$ cat src/rtl/fc1_fifo_ctrl_if.sv
// fc1_fifo_ctrl_if: handshake and FIFO-side signals of the FC1 output FIFO controller.
// The abort signal is present only when FC1_FIFO_ABORT_EN is defined.
interface fc1_fifo_ctrl_if #(
  parameter int DATA_WIDTH   = 32,
  parameter int NUMBER_OF_WM = 84,
  parameter int CNT_BITS     = $clog2(NUMBER_OF_WM + 1)
);
  logic                  start;
  logic                  in_valid;
  logic [DATA_WIDTH-1:0] in_data;
  logic                  in_ready;
  logic [DATA_WIDTH-1:0] fifo_data_in;
  logic                  fifo_enable;
  logic [CNT_BITS-1:0]   fill_count;
  logic                  fifo_full_valid;
  logic                  consume_done;
  logic                  busy;
  logic                  frame_done;
  logic                  start_err;
`ifdef FC1_FIFO_ABORT_EN
  logic                  abort;
  modport slave (input start, in_valid, in_data, consume_done, abort,
                 output in_ready, fifo_data_in, fifo_enable, fill_count, fifo_full_valid, busy, frame_done, start_err);
  modport master (output start, in_valid, in_data, consume_done, abort,
                  input in_ready, fifo_data_in, fifo_enable, fill_count, fifo_full_valid, busy, frame_done, start_err);
`else
  modport slave (input start, in_valid, in_data, consume_done,
                 output in_ready, fifo_data_in, fifo_enable, fill_count, fifo_full_valid, busy, frame_done, start_err);
  modport master (output start, in_valid, in_data, consume_done,
                  input in_ready, fifo_data_in, fifo_enable, fill_count, fifo_full_valid, busy, frame_done, start_err);
`endif
endinterface

$ cat src/rtl/fc1_fifo_ctrl.sv
// fc1_fifo_ctrl: loads the FC1 output shift FIFO and holds it until FC2 has consumed the frame.
// Optional FC1_FIFO_ABORT_EN adds a synchronous abort that returns to IDLE from any state.
module fc1_fifo_ctrl #(
  parameter int DATA_WIDTH   = 32,
  parameter int NUMBER_OF_WM = 84,
  parameter int CNT_BITS     = $clog2(NUMBER_OF_WM + 1)
) (
  input logic clk,
  input logic rst_n,
  fc1_fifo_ctrl_if.slave bus
);
  typedef enum logic [1:0] {IDLE, FILL, HOLD} state_t;
  localparam logic [CNT_BITS-1:0] LAST = CNT_BITS'(NUMBER_OF_WM - 1);
  state_t                state_q, state_d;
  logic [CNT_BITS-1:0]   cnt_q, cnt_d;
  logic [DATA_WIDTH-1:0] data_q, data_d;
  logic                  en_q, en_d, done_q, done_d, err_q, err_d;
  logic                  kill, accept, full_valid, release_ok;
`ifdef FC1_FIFO_ABORT_EN
  assign kill = bus.abort;
`else
  assign kill = 1'b0;
`endif
  always_comb begin
    full_valid = (state_q == HOLD) & ~en_q;
    accept     = (state_q == FILL) & bus.in_valid & ~kill;
    release_ok = full_valid & bus.consume_done;
    state_d    = state_q;
    cnt_d      = cnt_q;
    data_d     = accept ? bus.in_data : data_q;
    en_d       = accept;
    done_d     = release_ok & ~kill;
    err_d      = err_q | (bus.start & ~kill & ((state_q == FILL) | ((state_q == HOLD) & ~release_ok)));
    if (kill) begin
      state_d = IDLE;
      cnt_d   = '0;
    end else if (state_q == IDLE && bus.start) begin
      state_d = FILL;
      cnt_d   = '0;
    end else if (accept) begin
      cnt_d   = cnt_q + 1'b1;
      state_d = (cnt_q == LAST) ? HOLD : FILL;
    end else if (release_ok) begin
      cnt_d   = '0;
      state_d = bus.start ? FILL : IDLE;
    end
  end
  always_ff @(posedge clk or negedge rst_n) begin
    if (!rst_n) begin
      state_q <= IDLE;
      cnt_q   <= '0;
      data_q  <= '0;
      en_q    <= 1'b0;
      done_q  <= 1'b0;
      err_q   <= 1'b0;
    end else begin
      state_q <= state_d;
      cnt_q   <= cnt_d;
      data_q  <= data_d;
      en_q    <= en_d;
      done_q  <= done_d;
      err_q   <= err_d;
    end
  end
  assign bus.in_ready        = state_q == FILL;
  assign bus.busy            = state_q != IDLE;
  assign bus.fifo_full_valid = full_valid;
  assign bus.fifo_data_in    = data_q;
  assign bus.fifo_enable     = en_q;
  assign bus.fill_count      = cnt_q;
  assign bus.frame_done      = done_q;
  assign bus.start_err       = err_q;
endmodule

$ cat src/flat_wrapper.sv
// flat-port wrapper written by rule: the top's interface ports become plain ports
module fc1_fifo_ctrl_flat 
#(
  parameter int DATA_WIDTH   = 32,
  parameter int NUMBER_OF_WM = 84,
  parameter int CNT_BITS     = $clog2(NUMBER_OF_WM + 1)
)
  (clk, rst_n, bus_start, bus_in_valid, bus_in_data, bus_consume_done, bus_in_ready, bus_fifo_data_in, bus_fifo_enable, bus_fill_count, bus_fifo_full_valid, bus_busy, bus_frame_done, bus_start_err);
  fc1_fifo_ctrl_if #(.DATA_WIDTH(DATA_WIDTH), .NUMBER_OF_WM(NUMBER_OF_WM), .CNT_BITS(CNT_BITS)) bus_i ();
  input logic clk;
  input logic rst_n;
  input wire logic [$bits(bus_i.start)-1:0] bus_start;
  input wire logic [$bits(bus_i.in_valid)-1:0] bus_in_valid;
  input wire logic [$bits(bus_i.in_data)-1:0] bus_in_data;
  input wire logic [$bits(bus_i.consume_done)-1:0] bus_consume_done;
  output wire logic [$bits(bus_i.in_ready)-1:0] bus_in_ready;
  output wire logic [$bits(bus_i.fifo_data_in)-1:0] bus_fifo_data_in;
  output wire logic [$bits(bus_i.fifo_enable)-1:0] bus_fifo_enable;
  output wire logic [$bits(bus_i.fill_count)-1:0] bus_fill_count;
  output wire logic [$bits(bus_i.fifo_full_valid)-1:0] bus_fifo_full_valid;
  output wire logic [$bits(bus_i.busy)-1:0] bus_busy;
  output wire logic [$bits(bus_i.frame_done)-1:0] bus_frame_done;
  output wire logic [$bits(bus_i.start_err)-1:0] bus_start_err;
  assign bus_i.start = bus_start;
  assign bus_i.in_valid = bus_in_valid;
  assign bus_i.in_data = bus_in_data;
  assign bus_i.consume_done = bus_consume_done;
  assign bus_in_ready = bus_i.in_ready;
  assign bus_fifo_data_in = bus_i.fifo_data_in;
  assign bus_fifo_enable = bus_i.fifo_enable;
  assign bus_fill_count = bus_i.fill_count;
  assign bus_fifo_full_valid = bus_i.fifo_full_valid;
  assign bus_busy = bus_i.busy;
  assign bus_frame_done = bus_i.frame_done;
  assign bus_start_err = bus_i.start_err;
  fc1_fifo_ctrl #(.DATA_WIDTH(DATA_WIDTH), .NUMBER_OF_WM(NUMBER_OF_WM), .CNT_BITS(CNT_BITS)) u_core (.clk(clk), .rst_n(rst_n), .bus(bus_i));
endmodule
$ cat config.mk
export PLATFORM = sky130hd
export DESIGN_NAME = fc1_fifo_ctrl_flat
export DESIGN_NICKNAME = d
export VERILOG_FILES = /design/src/rtl/fc1_fifo_ctrl_if.sv /design/src/rtl/fc1_fifo_ctrl.sv /design/src/flat_wrapper.sv
export SDC_FILE = /design/constraint.sdc
export NUM_CORES = 1
export LEC_CHECK = 0
export ABC_AREA = 1
export BUFFER_PORTS_ARGS = -buffer_cell sky130_fd_sc_hd__buf_2
export CAP_MARGIN = 20
export CORE_MARGIN = 1
export CORE_UTILIZATION = 44
export CTS_BUF_LIST = sky130_fd_sc_hd__clkbuf_2
export CTS_CLUSTER_DIAMETER = 200
export CTS_CLUSTER_SIZE = 25
export DETAILED_ROUTE_END_ITERATION = 10
export PLACE_DENSITY = 0.78
export SLEW_MARGIN = 20
export SYNTH_ARGS = -nofsm -noshare
export SYNTH_HDL_FRONTEND = slang
export SYNTH_SLANG_ARGS = --single-unit
$ cat constraint.sdc
create_clock -name clk -period 1.15 [get_ports clk]
set_input_delay 0.23 -clock clk [delete_from_list [all_inputs] [get_ports clk]]
set_output_delay 0.23 -clock clk [all_outputs]
set_load 0.1 [all_outputs]
==> results of run 1 <==
## cells in the mapped netlist
master / instances
clkbuf_1: 3
nor3_1: 1
buf_6: 1
o21bai_1: 1
o21ai_1: 3
a21oi_1: 1
nand2_1: 121
nand3_4: 1
nand2_2: 1
ha_1: 1
nand4_1: 1
dfrtp_1: 44
nor2_1: 7
o21ai_0: 3
buf_4: 3
inv_1: 10
inv_2: 2
clkinv_2: 1
nand3_1: 13
a21oi_2: 1
a21o_1: 1
## what timing repair did
item | CTS
cloned | 5
endpoints found under the hold margin | 65
pin swaps | 1
setup endpoints to repair | 82
buffers inserted | 15
gates resized for setup | 24
hold buffers | 22
## through the flow
stage	utilization [%]	setup TNS (ps)	std cells	worst slack, ps	hold slack [ps]
CTS	94.8	-16040	405	-446	0.132
global placement	78.8	-71.2	355	-18.6	224
detailed placement	78.8	-1770	355	-86.6	222
floorplan	-	-1080	220	-484	-65.6
## cells by family after synthesis
kind of cell,Yosys count,share of synthesized area [%]
buf+inv,20,5.15
fa+ha+maj,1,0.677
compound gates,10,3.18
simple gates,145,31.4
flops,44,59.6
==> results.toml, run 1 <==
[placed_design]
gp_congestion = 0.810
io_buffers = 81
placed_cell_area_um2 = 3170
dp_hpwl_um = 3440

[synth]
yosys-top-cells-area = "dfrtp_1 60%, nand2_1 25%, nand3_1 3.5%"
syn_avg_cell_area_um2 = 8.40
synth_cells = 220
synth.top_cell.area_share_pct = 59.6
ys_types = 21
synth_top_cell_by_area = "dfrtp_1"
yosysWarnings = 0
ys_seq_elements = 44
syn_nets = 258
netlist_area_um2 = 1850
ys_seq_area_share_pct = 59.6

[die]
rows = 23
die_w_um = 66.8
ios = 82
start_util_pct = 45.9
fp.dieH_um = 66.8

[outcome]
stop_error = "[ERROR DPL-0038] Utilization greater than 100%, impossible to legalize"
lastStage = "5_1_grt"
status = "stopped before the end"

[clock_tree]
cts.htree.levels = 2
cts_buffers = 5
clock_sinks = 44
cts_root_buf = "clkbuf_2"
cts_buffer_depth = 2

[global_route]
grt_start_max_net_pins = 45

[sta]
crit_endpoint = "bus_fifo_full_valid"
worst-ep-kind = "primary output"
==> inputs of run 2 (changes only) <==
--- a/config.mk
+++ b/config.mk
@@ -9,12 +9,9 @@
 export BUFFER_PORTS_ARGS = -buffer_cell sky130_fd_sc_hd__buf_2
 export CAP_MARGIN = 20
 export CORE_MARGIN = 1
-export CORE_UTILIZATION = 44
-export CTS_BUF_LIST = sky130_fd_sc_hd__clkbuf_2
-export CTS_CLUSTER_DIAMETER = 200
-export CTS_CLUSTER_SIZE = 25
+export CORE_UTILIZATION = 40
 export DETAILED_ROUTE_END_ITERATION = 10
-export PLACE_DENSITY = 0.78
+export PLACE_DENSITY_LB_ADDON = 0.15
 export SLEW_MARGIN = 20
 export SYNTH_ARGS = -nofsm -noshare
 export SYNTH_HDL_FRONTEND = slang
==> constraint.sdc (replaced) <==
create_clock -name clk -period 1.5 [get_ports clk]
set_input_delay 0.3 -clock clk [delete_from_list [all_inputs] [get_ports clk]]
set_output_delay 0.3 -clock clk [all_outputs]
set_load 0.1 [all_outputs]
==> run 2 against run 1 <==
  * The run now ends clean
  * Synthesized cell count is the same
  * Area after synthesis is the same
==> results.toml, run 2 <==
[critical_path]
critPathMaxFanout = 6
r2r-end = "u_core.bus.fifo_data_in[18]"
r2r_slack_ps = 210
reg2reg_depth = 5
start_kind = "register"
end_kind = "primary output"
crit_required_ps = 1200
arrival_ps = 1190
reg2reg_from = "u_core.state_q[0]"
critPathKind = "reg -> out"

[synth]
synth_edf_count = 0
netlist_area_um2 = 1850
async_reset_ff_share_pct = 100
synth_top_family_by_area = "simple AND/OR/NAND/NOR gates"
ys_seq_elements = 44
synth-main-ff-cell = "dfrtp_1"
synth_cells = 220
synthAdderAreaFrac_pct = 0.677
synth_compound_area_share_pct = 3.18
ys_seq_area_share_pct = 59.6
synth_common_cells = "121 x nand2_1, 44 x dfrtp_1, 13 x nand3_1, 10 x inv_1, 7 x nor2_1"
synth_simple_gate_area_share_pct = 31.4
syn_avg_cell_area_um2 = 8.40
yosys-top-cells-area = "dfrtp_1 60%, nand2_1 25%, nand3_1 3.5%"
yosysMostFrequentCell = "nand2_1"
synth_top_cell_by_area = "dfrtp_1"
muxShareOfSynthArea_pct = 0
ys_types = 21
yosysWarnings = 0
synth_xor_area_share_pct = 0
syn_nets = 258
synth.top_cell.area_share_pct = 59.6

[global_route]
grt_pass1_wl_um = 6860
grt_use_total_pct = 18.0
grt_start_max_net_pins = 45
grt_pass1_vias = 1482
grt_antenna_before_repair = 0
grt_overflow = 0

[detailed_routing]
avgRoutedWirePerCell_um = 11.4
drc = 0
vias_per_cell = 4.50
routed-via-count = 1619
wirelength_um = 4090
ant_nets = 0
first_pass_iters = 4
drt_iter0_drc = 84

[sta]
worst_pin_slew_ps = 497
post-route-period-util_pct = 99.4
slew_violations = 0
period_minus_slack_ps = 1490
finalHoldViolCount = 0
setup_slack_ps = 9.59
worst_slew_margin_rel_pct = 67.1
rsz0062_at_grt = "true"
whs_ps = 189
finalSetupViolCount = 0
fin_worst_skew_ps = 6.20
setup_tns_ps = 0
fmax_ghz = 0.671

[clock_tree]
cts_root_buf = "clkbuf_8"
cts_buffer_depth = 2
cts_buffers = 5
clk_pin_slew_worst_paths_ps = 90
clock_sinks = 44
worstSkewPairLatency_ps = 300
cts.htree.levels = 2
cts_tree = "done"

[cells_and_area]
layout.cells.most_common = "nand2_1"
fillCellCount = 411
finalInstanceArea_um2 = 2560
fin_nets = 345
drive_above_1_share_pct = 35.7
antennaDiodeCount = 0
area_delta_synth_final_pct = 38.3
mostFrequentLayoutCells = "121 x nand2_1, 73 x buf_2, 36 x dfrtp_1, 13 x nand3_1, 9 x inv_1"
largest_reg_flops = 32

[placed_design]
dpl_worst_slack_ps = 162
io_buffers = 81
dp_hpwl_um = 2860
gp_congestion = 0.727
placed_cell_area_um2 = 2410

[die]
fp.dieH_um = 70.0
start_util_pct = 42.2
fp.dieArea_um2 = 4900
die_w_um = 70.0
coreArea_um2 = 4380
ios = 82
rows = 24

[hold_path]
hp-start = "bus_in_data[29]"
worstHoldPathCells = 3
hold_path.class = "in -> reg"
hold_end = "u_core.bus.fifo_data_in[29]"

[job]
cap_violations = 0

[outcome]
status = "complete, no violations"
[run 2: cells by family after synthesis]
group / after synthesis
AOI/OAI and AO/OA: 10
adders and majority gates: 1
buffers and inverters: 20
DFF: 44
and+or+nand+nor: 145
[run 2: worst max-delay path by stage]
| stage | startpoint | end | slack [ps] | cells past startpoint |
|---|---|---|---|---|
| after floorplan | u_core.bus.fifo_enable | bus_fifo_full_valid | -200 | 1 |
| after global placement | u_core.state_q[0] | u_core.state_q[0] | 210 | 5 |
| after detailed placement | u_core.state_q[0] | u_core.bus.fifo_data_in[0] | 160 | 5 |
| after CTS | u_core.state_q[1] | bus_in_ready | -7 | 4 |
| after global routing | u_core.state_q[0] | bus_fifo_full_valid | -30 | 2 |
| final | u_core.state_q[0] | bus_fifo_full_valid | 10 | 2 |
[run 2: metal layers]
| metal | global-route usage [%] | up-vias | wire length (um) |
|---|---|---|---|
| met5 | 0 | - | 0 |
| met4 | 6.00 | 0 | 53 |
| met3 | 6.06 | 6 | 256 |
| met2 | 28.0 | 50 | 1840 |
| met1 | 23.7 | 716 | 1940 |
| li1 | - | 847 | - |
[run 2: what timing repair did]
item,in CTS,in global routing
hold buffers,1,0
resized for setup,3,5
setup buffers,0,0
setup endpoints to repair,4,6
endpoints found under the hold margin,44,0
[run 2: layout make-up]
cell class,count,area [um2],share of cell area [%]
tap,52,65.1,2.55
clock buffer,6,82.6,3.23
sequential,44,1120,43.8
multi-input combinational,156,663,25.9
clock inverter,2,38.8,1.52
timing repair buffer,87,536,20.9
inverter,13,52.6,2.06
[run 2: critical path: stages (launching register included)]
cell and delay (ps):
dfrtp_2 470, nor3_4 230, buf_12 200
[run 2: per-stage QoR]
step                cells  util, %
finish                360     58.3
detailed placement    351     54.9
CTS                   360     58.0
global route          360     58.3
global placement      351     54.9
floorplan             220        -
Power of run 2 is left out: the tool's default activity adds up to more than one toggle a clock period on the data nets, which glitch-free logic cannot reach.
